**config.mk**
```make
export PLATFORM = sky130hd
export DESIGN_NAME = pipe_hazard_sched_flat
export DESIGN_NICKNAME = d
export VERILOG_FILES = /design/src/rtl/pipe_hazard_sched_if.sv /design/src/rtl/pipe_hazard_sched.sv /design/src/flat_wrapper.sv
export SDC_FILE = /design/constraint.sdc
export NUM_CORES = 1
export LEC_CHECK = 0
export ABC_AREA = 1
export BUFFER_PORTS_ARGS = -buffer_cell sky130_fd_sc_hd__buf_2
export CAP_MARGIN = 40
export CORE_ASPECT_RATIO = 0.9
export CORE_MARGIN = 2
export CORE_UTILIZATION = 44
export DETAILED_ROUTE_END_ITERATION = 10
export GPL_ROUTABILITY_DRIVEN = 0
export PLACE_DENSITY_LB_ADDON = 0.12
export SLEW_MARGIN = 25
export SYNTH_ARGS = -nofsm -noshare
export SYNTH_HDL_FRONTEND = slang
export SYNTH_SLANG_ARGS = --single-unit
```
**constraint.sdc**
```tcl
create_clock -name CLK -period 1.7 [get_ports CLK]
set_clock_uncertainty 0.1 [all_clocks]
set_input_delay 0.255 -clock CLK [delete_from_list [all_inputs] [get_ports CLK]]
set_output_delay 0.255 -clock CLK [all_outputs]
set_load 0.005 [all_outputs]
```
**src/rtl/pipe_hazard_sched_if.sv**
```systemverilog
// Bundle of hazard inputs and per-stage stall/clear requests exchanged between
// the pipeline control unit (master) and the hazard scheduler (slave).
interface pipe_hazard_sched_if #(
    parameter int LAT_W = 4
);
    // Unit enable
    logic             ACT;

    // Hazard sources
    logic             wb_flush;
    logic             ex_redirect;
    logic             ex_redirect_slot;
    logic             dmem_busy;
    logic             ex_mc_start;
    logic [LAT_W-1:0] ex_mc_lat;
    logic             id_load_use;

    // Stage stall requests
    logic             s_if_stall;
    logic             s_id1_stall;
    logic             s_id2_stall;
    logic             s_ex1_stall;
    logic             s_ex2_stall;
    logic             s_me1_stall;
    logic             s_me2_stall;
    logic             s_wb1_stall;
    logic             s_wb2_stall;

    // Stage clear (bubble) requests
    logic             s_id_clear;
    logic             s_ex1_clear;
    logic             s_ex2_clear;
    logic             s_me1_clear;
    logic             s_me2_clear;
    logic             s_wb1_clear;
    logic             s_wb2_clear;

    logic             sched_busy;

    // Control-unit side: raises hazards, consumes stall/clear requests
    modport master (
        output ACT, wb_flush, ex_redirect, ex_redirect_slot, dmem_busy,
               ex_mc_start, ex_mc_lat, id_load_use,
        input  s_if_stall, s_id1_stall, s_id2_stall, s_ex1_stall, s_ex2_stall,
               s_me1_stall, s_me2_stall, s_wb1_stall, s_wb2_stall,
               s_id_clear, s_ex1_clear, s_ex2_clear, s_me1_clear, s_me2_clear,
               s_wb1_clear, s_wb2_clear, sched_busy
    );

    // Scheduler side
    modport slave (
        input  ACT, wb_flush, ex_redirect, ex_redirect_slot, dmem_busy,
               ex_mc_start, ex_mc_lat, id_load_use,
        output s_if_stall, s_id1_stall, s_id2_stall, s_ex1_stall, s_ex2_stall,
               s_me1_stall, s_me2_stall, s_wb1_stall, s_wb2_stall,
               s_id_clear, s_ex1_clear, s_ex2_clear, s_me1_clear, s_me2_clear,
               s_wb1_clear, s_wb2_clear, sched_busy
    );
endinterface

```
**src/rtl/pipe_hazard_sched.sv**
```systemverilog
// Hazard scheduler for the dual-issue pipeline (IF, ID1/2, EX1/2, ME1/2, WB1/2).
// Arbitrates trap flush, branch redirect, data-memory wait, multi-cycle EX ops
// and load-use hazards by fixed priority and emits per-stage stall/clear
// requests. Multi-cycle cases are sequenced by a small FSM with two counters.
//
// Stall requests are expressed as a "stall level": every stage group up to and
// including that level is stalled, and the first group after it is cleared so a
// bubble enters behind the frozen stages. Groups: 0=IF, 1=ID, 2=EX, 3=ME, 4=WB.
module pipe_hazard_sched #(
    parameter int FLUSH_CYCLES = 2,
    parameter int LAT_W        = 4
) (
    input  logic           CLK,
    input  logic           RST_N,
    pipe_hazard_sched_if.slave bus
);

    typedef enum logic [1:0] {
        RUN     = 2'd0,
        MC_WAIT = 2'd1,
        FLUSH   = 2'd2
    } state_t;

    // Stall levels: how deep the frozen region extends
    localparam logic [1:0] LVL_NONE = 2'd0;
    localparam logic [1:0] LVL_ID   = 2'd1;   // load-use
    localparam logic [1:0] LVL_EX   = 2'd2;   // multi-cycle EX op
    localparam logic [1:0] LVL_ME   = 2'd3;   // data memory wait

    // Flush-counter reload: the flush cycle itself is one of FLUSH_CYCLES
    localparam logic [3:0]       FL_RELOAD = 4'(FLUSH_CYCLES - 1);
    localparam logic [3:0]       FL_ONE    = 4'd1;
    localparam logic [LAT_W-1:0] LAT_ONE   = LAT_W'(1);
    localparam logic [LAT_W-1:0] LAT_TWO   = LAT_W'(2);

    state_t           state_reg;
    logic [LAT_W-1:0] mc_cnt_reg;
    logic [3:0]       fl_cnt_reg;

    logic             op_en;
    logic             mc_long;
    logic [1:0]       stall_lvl;
    logic             clr_all;
    logic             clr_id;
    logic             clr_me2;
    logic [8:0]       stall_vec;   // [0]=IF .. [8]=WB2
    logic [6:0]       clear_vec;   // [0]=ID .. [6]=WB2

    // Outputs are suppressed while disabled or while reset is held
    assign op_en   = bus.ACT && RST_N;
    // Latency 0/1 ops finish in their entry cycle and need no stall
    assign mc_long = bus.ex_mc_start && (bus.ex_mc_lat >= LAT_TWO);

    // State sequencing: the wait counters hold the number of extra cycles
    // still to spend in MC_WAIT / FLUSH, so the state is left when the counter
    // would step from 1 to 0. A latency-2 op or FLUSH_CYCLES=1 therefore
    // never leaves RUN.
    always_ff @(posedge CLK or negedge RST_N) begin
        if (!RST_N) begin
            state_reg  <= RUN;
            mc_cnt_reg <= '0;
            fl_cnt_reg <= '0;
        end else if (bus.ACT) begin
            case (state_reg)
                RUN: begin
                    if (bus.wb_flush) begin
                        if (FLUSH_CYCLES > 1) begin
                            state_reg  <= FLUSH;
                            fl_cnt_reg <= FL_RELOAD;
                        end
                    end else if (bus.ex_redirect || bus.dmem_busy) begin
                        // single-cycle patterns, no sequencing needed
                        state_reg <= RUN;
                    end else if (mc_long && (bus.ex_mc_lat > LAT_TWO)) begin
                        state_reg  <= MC_WAIT;
                        mc_cnt_reg <= bus.ex_mc_lat - LAT_TWO;
                    end
                end

                MC_WAIT: begin
                    if (bus.wb_flush) begin
                        // trap aborts the multi-cycle op
                        mc_cnt_reg <= '0;
                        if (FLUSH_CYCLES > 1) begin
                            state_reg  <= FLUSH;
                            fl_cnt_reg <= FL_RELOAD;
                        end else begin
                            state_reg <= RUN;
                        end
                    end else if (!bus.dmem_busy) begin
                        // the EX op only makes progress while ME is not blocked
                        if (mc_cnt_reg <= LAT_ONE) begin
                            state_reg  <= RUN;
                            mc_cnt_reg <= '0;
                        end else begin
                            mc_cnt_reg <= mc_cnt_reg - LAT_ONE;
                        end
                    end
                end

                FLUSH: begin
                    if (bus.wb_flush) begin
                        // back-to-back trap restarts the flush window
                        if (FLUSH_CYCLES > 1) begin
                            fl_cnt_reg <= FL_RELOAD;
                        end else begin
                            state_reg  <= RUN;
                            fl_cnt_reg <= '0;
                        end
                    end else if (fl_cnt_reg <= FL_ONE) begin
                        state_reg  <= RUN;
                        fl_cnt_reg <= '0;
                    end else begin
                        fl_cnt_reg <= fl_cnt_reg - FL_ONE;
                    end
                end

                default: begin
                    state_reg  <= RUN;
                    mc_cnt_reg <= '0;
                    fl_cnt_reg <= '0;
                end
            endcase
        end
    end

    // Priority arbitration of the hazard sources into a stall level plus
    // the special clear patterns of flush and redirect
    always_comb begin
        stall_lvl = LVL_NONE;
        clr_all   = 1'b0;
        clr_id    = 1'b0;
        clr_me2   = 1'b0;
        if (op_en) begin
            case (state_reg)
                RUN: begin
                    if (bus.wb_flush) begin
                        clr_all = 1'b1;
                    end else if (bus.ex_redirect) begin
                        // wrong-path fetch in ID dies; a lane-1 branch also
                        // kills its lane-2 partner now leaving EX
                        clr_id  = 1'b1;
                        clr_me2 = !bus.ex_redirect_slot;
                    end else if (bus.dmem_busy) begin
                        stall_lvl = LVL_ME;
                    end else if (mc_long) begin
                        stall_lvl = LVL_EX;
                    end else if (bus.id_load_use) begin
                        stall_lvl = LVL_ID;
                    end
                end
                MC_WAIT: begin
                    // redirect/load-use/mc_start cannot arise while EX is frozen
                    if (bus.wb_flush) begin
                        clr_all = 1'b1;
                    end else if (bus.dmem_busy) begin
                        stall_lvl = LVL_ME;
                    end else begin
                        stall_lvl = LVL_EX;
                    end
                end
                FLUSH: begin
                    clr_all = 1'b1;
                end
                default: begin
                    clr_all = 1'b0;
                end
            endcase
        end
    end

    // Stage i belongs to group (i+1)/2: IF alone, then lane pairs.
    // Every stage at or before the stall level is held.
    generate
        for (genvar gi = 0; gi < 9; gi++) begin : g_stall
            localparam int GRP = (gi + 1) / 2;
            assign stall_vec[gi] = (stall_lvl != LVL_NONE) && (GRP <= int'(stall_lvl));
        end
    endgenerate

    // Clear i belongs to group (i+3)/2: ID, then EX/ME/WB pairs. The group just
    // past the stall level receives the bubble; flush and redirect add theirs.
    generate
        for (genvar gi = 0; gi < 7; gi++) begin : g_clear
            localparam int CGRP = (gi + 3) / 2;
            logic extra;
            if (gi == 0) begin : g_id
                assign extra = clr_id;
            end else if (gi == 4) begin : g_me2
                assign extra = clr_me2;
            end else begin : g_none
                assign extra = 1'b0;
            end
            assign clear_vec[gi] = clr_all || extra ||
                ((stall_lvl != LVL_NONE) && (CGRP == int'(stall_lvl) + 1));
        end
    endgenerate

    assign bus.s_if_stall  = stall_vec[0];
    assign bus.s_id1_stall = stall_vec[1];
    assign bus.s_id2_stall = stall_vec[2];
    assign bus.s_ex1_stall = stall_vec[3];
    assign bus.s_ex2_stall = stall_vec[4];
    assign bus.s_me1_stall = stall_vec[5];
    assign bus.s_me2_stall = stall_vec[6];
    assign bus.s_wb1_stall = stall_vec[7];
    assign bus.s_wb2_stall = stall_vec[8];

    assign bus.s_id_clear  = clear_vec[0];
    assign bus.s_ex1_clear = clear_vec[1];
    assign bus.s_ex2_clear = clear_vec[2];
    assign bus.s_me1_clear = clear_vec[3];
    assign bus.s_me2_clear = clear_vec[4];
    assign bus.s_wb1_clear = clear_vec[5];
    assign bus.s_wb2_clear = clear_vec[6];

    assign bus.sched_busy  = op_en && (state_reg != RUN);

endmodule

```
**src/flat_wrapper.sv**
```systemverilog
// flat-port wrapper written by rule: the top's interface ports become plain ports
module pipe_hazard_sched_flat 
#(
    parameter int FLUSH_CYCLES = 2,
    parameter int LAT_W        = 4
)
  (CLK, RST_N, bus_ACT, bus_wb_flush, bus_ex_redirect, bus_ex_redirect_slot, bus_dmem_busy, bus_ex_mc_start, bus_ex_mc_lat, bus_id_load_use, bus_s_if_stall, bus_s_id1_stall, bus_s_id2_stall, bus_s_ex1_stall, bus_s_ex2_stall, bus_s_me1_stall, bus_s_me2_stall, bus_s_wb1_stall, bus_s_wb2_stall, bus_s_id_clear, bus_s_ex1_clear, bus_s_ex2_clear, bus_s_me1_clear, bus_s_me2_clear, bus_s_wb1_clear, bus_s_wb2_clear, bus_sched_busy);
  pipe_hazard_sched_if #(.LAT_W(LAT_W)) bus_i ();
  input  logic CLK;
  input  logic RST_N;
  input wire logic [$bits(bus_i.ACT)-1:0] bus_ACT;
  input wire logic [$bits(bus_i.wb_flush)-1:0] bus_wb_flush;
  input wire logic [$bits(bus_i.ex_redirect)-1:0] bus_ex_redirect;
  input wire logic [$bits(bus_i.ex_redirect_slot)-1:0] bus_ex_redirect_slot;
  input wire logic [$bits(bus_i.dmem_busy)-1:0] bus_dmem_busy;
  input wire logic [$bits(bus_i.ex_mc_start)-1:0] bus_ex_mc_start;
  input wire logic [$bits(bus_i.ex_mc_lat)-1:0] bus_ex_mc_lat;
  input wire logic [$bits(bus_i.id_load_use)-1:0] bus_id_load_use;
  output wire logic [$bits(bus_i.s_if_stall)-1:0] bus_s_if_stall;
  output wire logic [$bits(bus_i.s_id1_stall)-1:0] bus_s_id1_stall;
  output wire logic [$bits(bus_i.s_id2_stall)-1:0] bus_s_id2_stall;
  output wire logic [$bits(bus_i.s_ex1_stall)-1:0] bus_s_ex1_stall;
  output wire logic [$bits(bus_i.s_ex2_stall)-1:0] bus_s_ex2_stall;
  output wire logic [$bits(bus_i.s_me1_stall)-1:0] bus_s_me1_stall;
  output wire logic [$bits(bus_i.s_me2_stall)-1:0] bus_s_me2_stall;
  output wire logic [$bits(bus_i.s_wb1_stall)-1:0] bus_s_wb1_stall;
  output wire logic [$bits(bus_i.s_wb2_stall)-1:0] bus_s_wb2_stall;
  output wire logic [$bits(bus_i.s_id_clear)-1:0] bus_s_id_clear;
  output wire logic [$bits(bus_i.s_ex1_clear)-1:0] bus_s_ex1_clear;
  output wire logic [$bits(bus_i.s_ex2_clear)-1:0] bus_s_ex2_clear;
  output wire logic [$bits(bus_i.s_me1_clear)-1:0] bus_s_me1_clear;
  output wire logic [$bits(bus_i.s_me2_clear)-1:0] bus_s_me2_clear;
  output wire logic [$bits(bus_i.s_wb1_clear)-1:0] bus_s_wb1_clear;
  output wire logic [$bits(bus_i.s_wb2_clear)-1:0] bus_s_wb2_clear;
  output wire logic [$bits(bus_i.sched_busy)-1:0] bus_sched_busy;
  assign bus_i.ACT = bus_ACT;
  assign bus_i.wb_flush = bus_wb_flush;
  assign bus_i.ex_redirect = bus_ex_redirect;
  assign bus_i.ex_redirect_slot = bus_ex_redirect_slot;
  assign bus_i.dmem_busy = bus_dmem_busy;
  assign bus_i.ex_mc_start = bus_ex_mc_start;
  assign bus_i.ex_mc_lat = bus_ex_mc_lat;
  assign bus_i.id_load_use = bus_id_load_use;
  assign bus_s_if_stall = bus_i.s_if_stall;
  assign bus_s_id1_stall = bus_i.s_id1_stall;
  assign bus_s_id2_stall = bus_i.s_id2_stall;
  assign bus_s_ex1_stall = bus_i.s_ex1_stall;
  assign bus_s_ex2_stall = bus_i.s_ex2_stall;
  assign bus_s_me1_stall = bus_i.s_me1_stall;
  assign bus_s_me2_stall = bus_i.s_me2_stall;
  assign bus_s_wb1_stall = bus_i.s_wb1_stall;
  assign bus_s_wb2_stall = bus_i.s_wb2_stall;
  assign bus_s_id_clear = bus_i.s_id_clear;
  assign bus_s_ex1_clear = bus_i.s_ex1_clear;
  assign bus_s_ex2_clear = bus_i.s_ex2_clear;
  assign bus_s_me1_clear = bus_i.s_me1_clear;
  assign bus_s_me2_clear = bus_i.s_me2_clear;
  assign bus_s_wb1_clear = bus_i.s_wb1_clear;
  assign bus_s_wb2_clear = bus_i.s_wb2_clear;
  assign bus_sched_busy = bus_i.sched_busy;
  pipe_hazard_sched #(.FLUSH_CYCLES(FLUSH_CYCLES), .LAT_W(LAT_W)) u_core (.CLK(CLK), .RST_N(RST_N), .bus(bus_i));
endmodule
```
# ---- After elaboration in Yosys (flattened, before gate mapping)
# Cells that the tools add are included.
dict set report word_totals {
  regBits 10
  inputBits 13
  out_inout_bits 17
  wordCells 97
}
dict set report classes {
  add_sub_neg 4
  n_lt_le_gt_ge 7
  n_eq_ne 15
  mux 40
  n_bitwise 1
  reduce_logical 27
}
# operator n
set op_table {}
lappend op_table {{$eq 3x32->1 const A} 2}
lappend op_table {{$mux 4} 9}
lappend op_table {{$eq 2x32->1 const A} 1}
lappend op_table {{$eq 4x32->1 const A} 1}
lappend op_table {{$mux 2} 14}
lappend op_table {{$mux 1} 12}
lappend op_table {{$pmux 4 s3} 1}
lappend op_table {{$reduce_and 6->1} 2}
lappend op_table {{$logic_and 1x1->1} 11}
lappend op_table {{$le 4x1->1 const B} 2}
lappend op_table {{$logic_or 1x1->1} 8}
lappend op_table {{$pmux 4 s2} 1}
lappend op_table {{$sub 4x1->4 const B} 2}
lappend op_table {{$ne 2x1->1 const B} 3}
lappend op_table {{$ne 2x2->1 const B} 3}
lappend op_table {{$pmux 2 s3} 1}
lappend op_table {{$ge 4x2->1 const B} 1}
lappend op_table {{$gt 4x2->1 const B} 1}
lappend op_table {{$le 2x2->1 const A} 2}
lappend op_table {{$ne 4x2->1 const B} 1}
lappend op_table {{$pmux 2 s2} 1}
lappend op_table {{$reduce_bool 2->1} 2}
lappend op_table {{$sub 4x2->4 const B} 1}
lappend op_table {{$add 2x1->3 const B} 1}
lappend op_table {{11 further kinds} 11}

# ---- Depth between registers and ports, before layout
# Gate-level depths: netlist of run 1.
dict set report depth {
  word_depth 12
  ltp_mapped 10
  ltp_nobuf 9
}

# ---- Least setup slack after synthesis of run 1
# No wires, ideal clock.
dict set report synth_timing {
  kind {reg2out}
  from {register u_core.state_reg[0]}
  to {output port bus_s_wb2_clear}
  t_arrival_ns 1.331
  t_required_ns 1.345
  slack_ns 0.014
  path_stages_with_launch 8
  n_path_buf 2
  path_cell_list {dfrtp_1 -> buf_6 -> nor2_4 -> nand3_2 -> a21oi_1 -> nand2_1 -> o21bai_1 -> buf_4}
}
dict set report synth_between {
  elab_chain_cells 7
  word_cells_on_any_way 13
  cone_classes {add/sub: 1; eq/ne: 3; mux: 4; reduce/logical: 5}
}
# element line
set synth_rtl {}
lappend synth_rtl {{start: declaration} pipe_hazard_sched.sv:36} ;# state_t state_reg;
lappend synth_rtl {{start signal: assignment} pipe_hazard_sched.sv:60} ;# state_reg <= RUN;
lappend synth_rtl {{start signal: assignment} pipe_hazard_sched.sv:68} ;# state_reg <= FLUSH;
lappend synth_rtl {{start signal: assignment} pipe_hazard_sched.sv:73} ;# state_reg <= RUN;
lappend synth_rtl {{$eq 2x1->1 / $logic_not 2->1 (equally long branches)} pipe_hazard_sched.sv:135} ;# case (state_reg)
lappend synth_rtl {{$pmux 2 s2} pipe_hazard_sched.sv:135}
lappend synth_rtl {{$mux 2} pipe_hazard_sched.sv:134} ;# if (op_en) begin
lappend synth_rtl {{$add 2x1->3} n/a}
lappend synth_rtl {{$eq 4x32->1} n/a}
lappend synth_rtl {{$logic_and 1x1->1} n/a}
lappend synth_rtl {{$logic_or 1x1->1 (*)} n/a}
lappend synth_rtl {{end: declaration} flat_wrapper.sv:34} ;# output wire logic [$bits(bus_i.s_wb2_clear)-1:0] bus_s_wb2_clear;
# Every way passes the cells marked *; elsewhere a longest branch is shown, timed or not.

# ---- Final worst setup path of run 1
dict set report layout_timing {
  from {register u_core.state_reg[1]}
  to {output port bus_s_wb1_clear}
}
dict set report layout_between {
  elab_chain_cells 7
  word_cells_on_any_way 13
  cone_classes {add/sub: 1; eq/ne: 3; mux: 4; reduce/logical: 5}
}
# element line
set layout_rtl {}
lappend layout_rtl {{$eq 2x1->1 / $logic_not 2->1 (equally long branches)} pipe_hazard_sched.sv:135}
lappend layout_rtl {{$pmux 2 s2} pipe_hazard_sched.sv:135}
lappend layout_rtl {{$mux 2} pipe_hazard_sched.sv:134}
lappend layout_rtl {{$add 2x1->3} pipe_hazard_sched.sv:195} ;# ((stall_lvl != LVL_NONE) && (CGRP == int'(stall_lvl) + 1));
lappend layout_rtl {{$eq 4x32->1} pipe_hazard_sched.sv:195}
lappend layout_rtl {{$logic_and 1x1->1} pipe_hazard_sched.sv:195}
lappend layout_rtl {{$logic_or 1x1->1 (*)} pipe_hazard_sched.sv:194} ;# assign clear_vec[gi] = clr_all || extra ||
lappend layout_rtl {{end: declaration} flat_wrapper.sv:33} ;# output wire logic [$bits(bus_i.s_wb1_clear)-1:0] bus_s_wb1_clear;
# Marked as above.

==> results of run 1 <==
==> critical path, stage by stage (launching register included) <==
cell,delay (ns)
dfrtp_2,0.46
nor2_4,0.16
nand3_4,0.09
a21oi_2,0.14
nand2_2,0.10
o21bai_1,0.17
buf_2,0.14
==> cell usage in the layout, fill, tap and decap left out, types with 4 or more instances in the layout <==
| cell type | instances |
|---|---|
| buf_2 | 25 |
| buf_4 | 12 |
| dfrtp_1 | 8 |
| ha_1 | 5 |
| inv_1 | 19 |
| inv_2 | 4 |
| nand2_1 | 43 |
| nand2_2 | 5 |
| nand4_1 | 5 |
| nor2_1 | 11 |
| nor2_2 | 4 |
| o21ai_0 | 7 |
| o22ai_1 | 4 |
==> final timing paths <==
check / end / cells past startpoint / slack, ns / start
hold / removal: u_core.fl_cnt_reg[2]$_DFFE_PN0P_ / 4 / 0.24 / bus_wb_flush
max in group asynchronous: u_core.state_reg[0]$_DFFE_PN0P_ / 3 / 0.96 / RST_N
hold reg to reg: u_core.mc_cnt_reg[1]$_DFFE_PN0P_ / 2 / 0.45 / u_core.mc_cnt_reg[1]$_DFFE_PN0P_
setup / recovery: bus_s_wb1_clear / 6 / -0.17 / u_core.state_reg[1]$_DFFE_PN0P_
min in group asynchronous: u_core.fl_cnt_reg[2]$_DFFE_PN0P_ / 3 / 0.38 / RST_N
setup reg to reg: u_core.state_reg[0]$_DFFE_PN0P_ / 10 / 0.15 / u_core.mc_cnt_reg[0]$_DFFE_PN0P_
==> stage by stage <==
stage | std cells | hold WS [ns]
floorplan | 152 | -0.141
global placement | 203 | 0.134
detailed placement | 203 | 0.133
CTS | 214 | 0.232
global route | 214 | 0.241
finish | 214 | 0.237
==> metal layers <==
metal  part of all wire [%]  vias up  global-route usage [%]
li1                       -      534                       -
met1                     47      463                    22.6
met2                     46       33                    31.1
met3                    5.0        6                   0.920
met4                    2.0        0                    6.25
met5                      0        -                       0
==> kinds of logic after synthesis <==
logic type,Yosys count
and+or+nand+nor,82
adders and majority gates,5
DFF,10
buffers and inverters,33
other,1
AOI/OAI and AO/OA,16
xor gates and xnor gates,4
==> where the power goes <==
| group | switching [W] | total, W | internal, W |
|---|---|---|---|
| registers | 0.000103 | 0.000430 | 0.000327 |
| logic | 0.000493 | 0.000891 | 0.000398 |
| clock network | 0.0000803 | 0.000210 | 0.000130 |
| total | 0.000676 | 0.00153 | 0.000855 |
==> cell type report <==
class | instances | area share [%]
multi-input cells | 109 | 48.8
flip-flops and latches | 10 | 19.5
repair buffers | 40 | 19.1
inverters | 24 | 7.15
clock buffers | 4 | 2.80
well taps | 27 | 2.61
==> what timing repair did <==
item,4_1_cts,5_1_grt
hold buffers,1,0
endpoints found under the setup margin,14,14
hold endpoints to repair,10,0
resized for setup,9,7
pin swaps,4,4
gates cloned,0,0
buffers inserted,6,0
==> parameters.txt, run 1 <==
Parameter                              Value

Finish
  Number of nets in the layout    206
  Number of antenna repair diodes    0
  Area of the multi-input gates    632 µm²
  Non-Filler Cell Area, Final    1290 µm²
  Area growth syn-to-layout    29.1%
  Post-Route Utilization    59.9%
  Share of layout cells above drive strength 1    38.0%
  # fillers    219
  FF/Latch Area    around 250 µm²

Logic synthesis
  Cell types occupying the most area after synthesis    dfrtp_1, nand2_1, inv_1
  Synthesized area per cell    6.65 µm²
  Post-synthesis compound-gate area fraction    a little under a tenth
  Unique cell type count in the Yosys netlist    26
  Proportion of register bits with asynchronous set or reset after synthesis    100%
  Main combinational cell family by area after synthesis    simple AND/OR/NAND/NOR gates
  Post-synthesis sequential element count    10
  Ranking of synthesized cells by instance count    nand2_1, inv_1, nor2_1
  Synthesized instance count    151
  Cell type with the highest aggregate area in the netlist    dfrtp_1
  Top-area cell type share of the netlist area    24.9%
  Number of enable-type register cells in the synthesized netlist    0
  Part of the Yosys area used for sequential elements    24.9%
  Most numerous cell in the Yosys netlist    nand2_1
  Synth Area in Adders    6.23%
  Main synth FF type    dfrtp_1
  Area share of and/or/nand/nor cells after synthesis    approximately two fifths
  Xor/xnor share of the synthesized area    3.49%
  Post-synthesis instance area    ~1000 µm²
  Fraction of synthesized area in multiplexers    0%
  Synth Warn #    0

Route
  Via/cell ratio    4.84
  Wire per inst    around 11 µm
  DRC Markers    0
  DRT Wirelength    2280 µm
  Initial drt markers    14
  Count of TritonRoute iterations in the first routing pass    5
  Total number of vias    1036
  Post-DRT Antenna Nets    0

Critical path
  Type of element launching the critical path    flop
  Type of destination of the critical path    primary output
  CP Class    flop to primary output
  Critical path peak fanout    5
  Critical path required time    1.34 ns
  Data arrival time of the critical path    1.52 ns

Timing
  Final total negative setup slack    -1.75 ns
  Share of the cycle needed by the critical path after routing    110%
  Number of failing setup endpoints in the final timing report    14
  Shortest clock period the worst path allows after layout    1.87 ns
  Setup repair after global routing missed its margin    yes
  Endpoints failing hold    0
  Smallest setup slack after layout    -0.172 ns
  Max Transition Viols Final    0
  Maximum operating frequency    534 MHz

Flow run
  # Max-Cap Violations    0

Status
  Run status    complete, but fails checks
  Violated checks    negative setup slack

Placed design
  Cell Area, Placed    1150 µm²
  Post-DP HPWL    ~1800 µm
  Post-placement worst setup slack    -0.0159 ns
  Number of port buffers    27

Global routing
  Antenna violations before repair    0
  Via count of the first global-routing pass    a little over 900
  Grt total ovfl    0
  Global-route wire length before repair    approximately 3600 µm
  Largest net degree at the start of global routing    11
  Gr usage total    17.9%

Die
  Area enclosed by the die boundary    between 2000 and 3000 µm²
  Site row count    16
  Effective utilization at floorplan    46.4%
  Die Span X    ~54 µm
  Die span in y    between 40 and 50 µm
  Area of the core    2160 µm²
  Number of primary I/O pins    30

Clock tree
  Maximum buffer depth of the clock tree    2
  Worst-Skew Late Latency    0.26 ns
  TritonCTS clock tree    yes
  Clock Pin Slew Worst Setup and Hold Paths    0.07 ns
  Clock sink total    10
  Clk root buf    clkbuf_4
  Number of clock buffers inserted by TritonCTS    3
  Number of levels the H-tree was split into    1

Power
  Cell leakage power    0.743 nW
  Max rail drop VDD    around 0.00086 V
  Power after layout    0.00153 W
  PD cells    roughly 1200 nW/µm²

Min path
  Kind of path behind the tightest hold check    input pin to flop
(Power assumes the default switching activity.)
==> run 2, diff against run 1 <==
--- a/config.mk
+++ b/config.mk
@@ -11,6 +11,7 @@
 export CORE_ASPECT_RATIO = 0.9
 export CORE_MARGIN = 2
 export CORE_UTILIZATION = 44
+export CTS_BUF_LIST = sky130_fd_sc_hd__clkbuf_8
 export DETAILED_ROUTE_END_ITERATION = 10
 export GPL_ROUTABILITY_DRIVEN = 0
 export PLACE_DENSITY_LB_ADDON = 0.12
==> run 2 against run 1 <==
- the flow still finishes with violations (negative setup slack)
- non-clock buffer count down 1
- via count down 1.6%
- sequential share of layout area up 0.057 points
- hold slack better by 0.032 ns
- global-route usage up 0.80 points
- critical path type unchanged
- critical path depth unchanged
==> parameters.txt, run 2 (synthesis results as in run 1) <==
Parameter                              Value

Finish
  Top library cells by usage in the layout, fill and taps aside    nand2_1, buf_2, inv_1
  Most common library cell in the layout ignoring fill and taps    nand2_1
  Number of antenna repair diodes    0
  Number of nets in the layout    205
  Area growth syn-to-layout    28.7%
  Share of layout cells above drive strength 1    between 30% and 40%
  Final standard cell count with taps included and fillers excluded    213

Power
  Max rail drop VDD    0.000797 V
  Power after layout    0.00160 W
  PD cells    1240 nW/µm²
  Cell leakage power    0.748 nW

Clock tree
  Number of clock buffers inserted by TritonCTS    3
  Clock Pin Slew Worst Setup and Hold Paths    approximately 0.05 ns
  Clock sink total    10
  Maximum buffer depth of the clock tree    2
  Worst-Skew Late Latency    0.24 ns
  Number of levels the H-tree was split into    1
  TritonCTS clock tree    yes
  Clk root buf    clkbuf_8

Global routing
  Global-route wire length before repair    about 3700 µm
  Antenna violations before repair    0
  Grt total ovfl    0
  Via count of the first global-routing pass    around 900
  Gr usage total    a little under a fifth
  Largest net degree at the start of global routing    11

Flow run
  # Max-Cap Violations    0

Route
  Initial drt markers    19
  Via/cell ratio    4.78
  DRC Markers    0
  Wire per inst    10.7 µm
  Count of TritonRoute iterations in the first routing pass    4
  Post-DRT Antenna Nets    0
  Total number of vias    1019
  DRT Wirelength    between 2000 and 2500 µm

Timing
  Final total negative setup slack    -1.03 ns
  Maximum operating frequency    545 MHz
  Number of failing setup endpoints in the final timing report    14
  Shortest clock period the worst path allows after layout    1.84 ns
  Endpoints failing hold    0
  Max Transition Viols Final    0
  Final hold slack    0.268 ns
  Smallest setup slack after layout    -0.135 ns
  Share of the cycle needed by the critical path after routing    108%
  Setup repair after global routing missed its margin    yes

Critical path
  Critical path required time    1.34 ns
  Data arrival time of the critical path    1.48 ns
  Type of element launching the critical path    flop
  Type of destination of the critical path    primary output
  CP Class    flop to primary output
  Critical path peak fanout    5

Die
  Die Span X    54.3 µm
  Number of primary I/O pins    30
  Effective utilization at floorplan    46.4%
  Site row count    16
  Area enclosed by the die boundary    2680 µm²
  Area of the core    2160 µm²
  Die span in y    49.3 µm

Placed design
  Number of port buffers    27
  Post-DP HPWL    around 1800 µm
  Post-placement worst setup slack    -0.0159 ns
  Cell total after placement    203

Min path
  Kind of path behind the tightest hold check    input pin to flop

Status
  Run status    complete, but fails checks
  Violated checks    negative setup slack
-- run 2: path summary, 6_finish.rpt --
path / from / endpoint / slack, ns / depth (start not counted)
setup / recovery: u_core.state_reg[1]$_DFFE_PN0P_ / bus_s_wb1_clear / -0.14 / 6
hold / removal: bus_wb_flush / u_core.fl_cnt_reg[2]$_DFFE_PN0P_ / 0.27 / 4
min in group asynchronous: RST_N / u_core.fl_cnt_reg[0]$_DFFE_PN0P_ / 0.42 / 3
setup reg to reg: u_core.mc_cnt_reg[0]$_DFFE_PN0P_ / u_core.state_reg[0]$_DFFE_PN0P_ / 0.16 / 10
max in group asynchronous: RST_N / u_core.state_reg[0]$_DFFE_PN0P_ / 0.93 / 3
hold reg to reg: u_core.mc_cnt_reg[1]$_DFFE_PN0P_ / u_core.mc_cnt_reg[1]$_DFFE_PN0P_ / 0.44 / 2
-- run 2: report_power, final --
part           switching (W)  internal (W)  leakage, nW
sequential          0.000102      0.000328        0.128
clock              0.0000911      0.000203       0.0288
combinational       0.000488      0.000392        0.592
-- run 2: repair_timing --
item	in CTS	in global routing
endpoints found under the hold margin	10	0
pin swaps	4	4
setup buffers	5	0
gates cloned	0	0
setup endpoints to repair	14	14
resized for setup	8	4
hold buffers	1	0
-- run 2: per-stage QoR --
step / util (%) / instance area [µm²]
2_1_floorplan: - / 1010
3_3_place_gp: 53.2 / 1150
3_5_place_dp: 53.2 / 1150
4_1_cts: 59.0 / 1280
5_1_grt: 59.7 / 1290
6_report: 59.7 / 1290
-- run 2: critical path, cell delays in order (launching register included) --
cell and delay (ns):
dfrtp_2 0.45, nor2_4 0.16, nand3_4 0.09, a21oi_2 0.14
nand2_2 0.09, o21bai_1 0.17, buf_2 0.14
-- run 2: cell type report --
| type | count | area [µm²] |
|---|---|---|
| tap | 27 | 33.8 |
| clock buffer | 4 | 55.1 |
| timing repair buffer | 39 | 228 |
| fill | 225 | 871 |
| sequential | 10 | 253 |
| inverter | 24 | 90.1 |
| multi-input combinational | 109 | 632 |
-- run 2: metal layers --
layer | up-vias | part of all wire (%) | track usage (%)
met3 | 4 | 5.4 | 1.84
li1 | 530 | - | -
met5 | - | 0 | 0
met2 | 28 | 46 | 31.5
met1 | 457 | 46 | 22.4
met4 | 0 | 2.1 | 10.0
==> run 3, diff against run 2 <==
--- a/config.mk
+++ b/config.mk
@@ -7,7 +7,7 @@
 export LEC_CHECK = 0
 export ABC_AREA = 1
 export BUFFER_PORTS_ARGS = -buffer_cell sky130_fd_sc_hd__buf_2
-export CAP_MARGIN = 40
+export CAP_MARGIN = 20
 export CORE_ASPECT_RATIO = 0.9
 export CORE_MARGIN = 2
 export CORE_UTILIZATION = 44
==> constraint.sdc (replaced) <==
create_clock -name CLK -period 2 [get_ports CLK]
set_clock_uncertainty 0.1 [all_clocks]
set_input_delay 0.3 -clock CLK [delete_from_list [all_inputs] [get_ports CLK]]
set_output_delay 0.3 -clock CLK [all_outputs]
set_load 0.005 [all_outputs]
==> run 3 against run 2 <==
- the run now ends clean
- combinational power fell by 24%
- register-to-register slack improved by 0.20 ns
- first-iteration DRC count shrank 32%
- global-route usage decreased by 2.3 points
- non-clock buffer count fell by 6
- clock power fell by 30%
- sequential power shrank 14%
- total power decreased by 22%
- wire length is 4.8% lower
- worst setup slack improved by 0.22 ns
- hold slack improved by 0.040 ns
==> parameters.txt, run 3 (synthesis results as in run 1) <==
Parameter                              Value

Status
  Run status    complete, no violations

Power
  PD cells    slightly above 1000 nW/µm²
  Power after layout    around 0.0012 W
  Int Pwr    0.000692 W
  Share of total power consumed by net switching    44.6%
  Max rail drop VDD    0.000511 V
  Combinational group share of total power    between 50% and 60%
  Cell leakage power    0.704 nW
  Proportion of power drawn by flip-flops and latches    29.7%
  Net switching power of the design    0.000557 W
  Clk pwr share    between 15 and 20%

Clock tree
  Clk root buf    clkbuf_8
  Clock sink total    10
  Number of levels the H-tree was split into    1
  Worst-Skew Late Latency    0.24 ns
  Number of clock buffers inserted by TritonCTS    3
  Clock Pin Slew Worst Setup and Hold Paths    about 0.050 ns
  TritonCTS clock tree    yes
  Maximum buffer depth of the clock tree    2

Timing
  Share of the cycle needed by the critical path after routing    a little over nine tenths
  Shortest clock period the worst path allows after layout    between 1.5 and 2 ns
  Endpoints failing hold    0
  Number of failing setup endpoints in the final timing report    0
  Final total negative setup slack    0 ns
  Maximum operating frequency    521 MHz
  Max Transition Viols Final    0
  Setup repair after global routing missed its margin    no

Finish
  Number of antenna repair diodes    0
  Share of layout cells above drive strength 1    32.4%
  Most common library cell in the layout ignoring fill and taps    nand2_1
  # fillers    213
  Final standard cell count with taps included and fillers excluded    206
  Top library cells by usage in the layout, fill and taps aside    nand2_1, buf_2, inv_1
  FF/Latch Area    251 µm²
  Number of nets in the layout    roughly 200
  Area of the multi-input gates    609 µm²
  Area growth syn-to-layout    20.4%
  Post-Route Utilization    a little under three fifths

Route
  Via/cell ratio    between 4 and 5
  DRC Markers    0
  Total number of vias    roughly 1000
  Count of TritonRoute iterations in the first routing pass    4
  Wire per inst    10.5 µm
  Post-DRT Antenna Nets    0
  DRT Wirelength    2160 µm
  Initial drt markers    13

Flow run
  # Max-Cap Violations    0

Die
  Die span in y    roughly 49 µm
  Die Span X    54.3 µm
  Area of the core    about 2200 µm²
  Number of primary I/O pins    30
  Effective utilization at floorplan    46.4%
  Area enclosed by the die boundary    2680 µm²
  Site row count    16

Critical path
  Data arrival time of the critical path    1.52 ns
  Worst setup path startpoint    u_core.state_reg[1]$_DFFE_PN0P_
  Type of element launching the critical path    flop
  Type of destination of the critical path    primary output
  CP Class    flop to primary output
  Critical path peak fanout    6
  Critical path required time    1.60 ns
  Start of the worst register-to-register path    u_core.mc_cnt_reg[0]$_DFFE_PN0P_

Placed design
  Number of port buffers    27
  Cell total after placement    a little under 200
  Post-DP HPWL    1750 µm

Global routing
  Grt total ovfl    0
  Gr usage total    16.4%
  Largest net degree at the start of global routing    11
  Antenna violations before repair    0
  Via count of the first global-routing pass    861
  Global-route wire length before repair    approximately 3300 µm

Min path
  Startpoint of the lowest-slack hold path    bus_ex_mc_lat[1]
  Kind of path behind the tightest hold check    input pin to flop
-- run 3: cell types whose count changed in the layout (fill, tap and decap cells not counted) --
cell,before,now
buf_4,11,5
nand2_1,43,45
nand2_4,3,1
clkbuf_8,4,3
dfrtp_1,8,9
dfrtp_2,2,1
inv_1,20,21
inv_2,4,3
nand3_2,2,3
nand3_4,1,0
-- run 3: per-stage QoR --
stage	hold WS, ns	instance area, µm²	worst slack, ns
final	0.309	1210	0.0806
after global routing	0.342	1210	0.00103
after CTS	0.312	1180	0.0305
after detailed placement	0.168	1120	0.207
after global placement	0.169	1120	0.277
after floorplan	-0.0956	1010	0.269
-- run 3: critical path, stage by stage (launching register included) --
cell	delay (ns)
dfrtp_2	0.46
nor2_4	0.17
nand3_2	0.10
a21oi_2	0.15
nand2_2	0.09
inv_1	0.07
nand2_1	0.06
nand2_1	0.06
buf_2	0.11
-- run 3: path summary, 6_finish.rpt --
path / endpoint / slack (ns) / cells after the start
max: bus_s_ex1_clear / 0.08 / 8
min: u_core.mc_cnt_reg[1]$_DFFE_PN0P_ / 0.31 / 4
max reg2reg: u_core.mc_cnt_reg[0]$_DFFE_PN0P_ / 0.36 / 7
min reg2reg: u_core.mc_cnt_reg[1]$_DFFE_PN0P_ / 0.43 / 2
max in group asynchronous: u_core.state_reg[1]$_DFFE_PN0P_ / 1.20 / 3
min in group asynchronous: u_core.state_reg[0]$_DFFE_PN0P_ / 0.45 / 3
-- run 3: routing by layer --
metal | track usage, % | share of wire [%]
met1 | 22.0 | 49
met2 | 26.9 | 43
met3 | 1.84 | 6.5
met4 | 5.00 | 1.3
met5 | 0 | 0
-- run 3: repair_timing --
| action | CTS | global route |
|---|---|---|
| hold endpoints to repair | 10 | 0 |
| cloned | 0 | 0 |
| hold buffers | 1 | 0 |
| setup buffers | 1 | 2 |
| pin swaps | 1 | 4 |
| setup endpoints to repair | 8 | 10 |
| gates resized for setup | 1 | 4 |
-- run 3: power by group through the flow --
stage	Sequential (W)	Combinational, W	Clock (W)
4_1_cts	0.000370	0.000647	0.000207
5_1_grt	0.000383	0.000774	0.000215
2_1_floorplan	0.000345	0.000506	0
3_3_place_gp	0.000367	0.000601	0
3_5_place_dp	0.000370	0.000614	0
6_report	0.000371	0.000673	0.000205
-- run 3: final cells by class --
type,count,area share [%]
clock buffer,3,3.42
inverter,24,7.45
multi-input combinational,109,50.4
sequential,10,20.8
tap,27,2.80
timing repair buffer,33,15.1
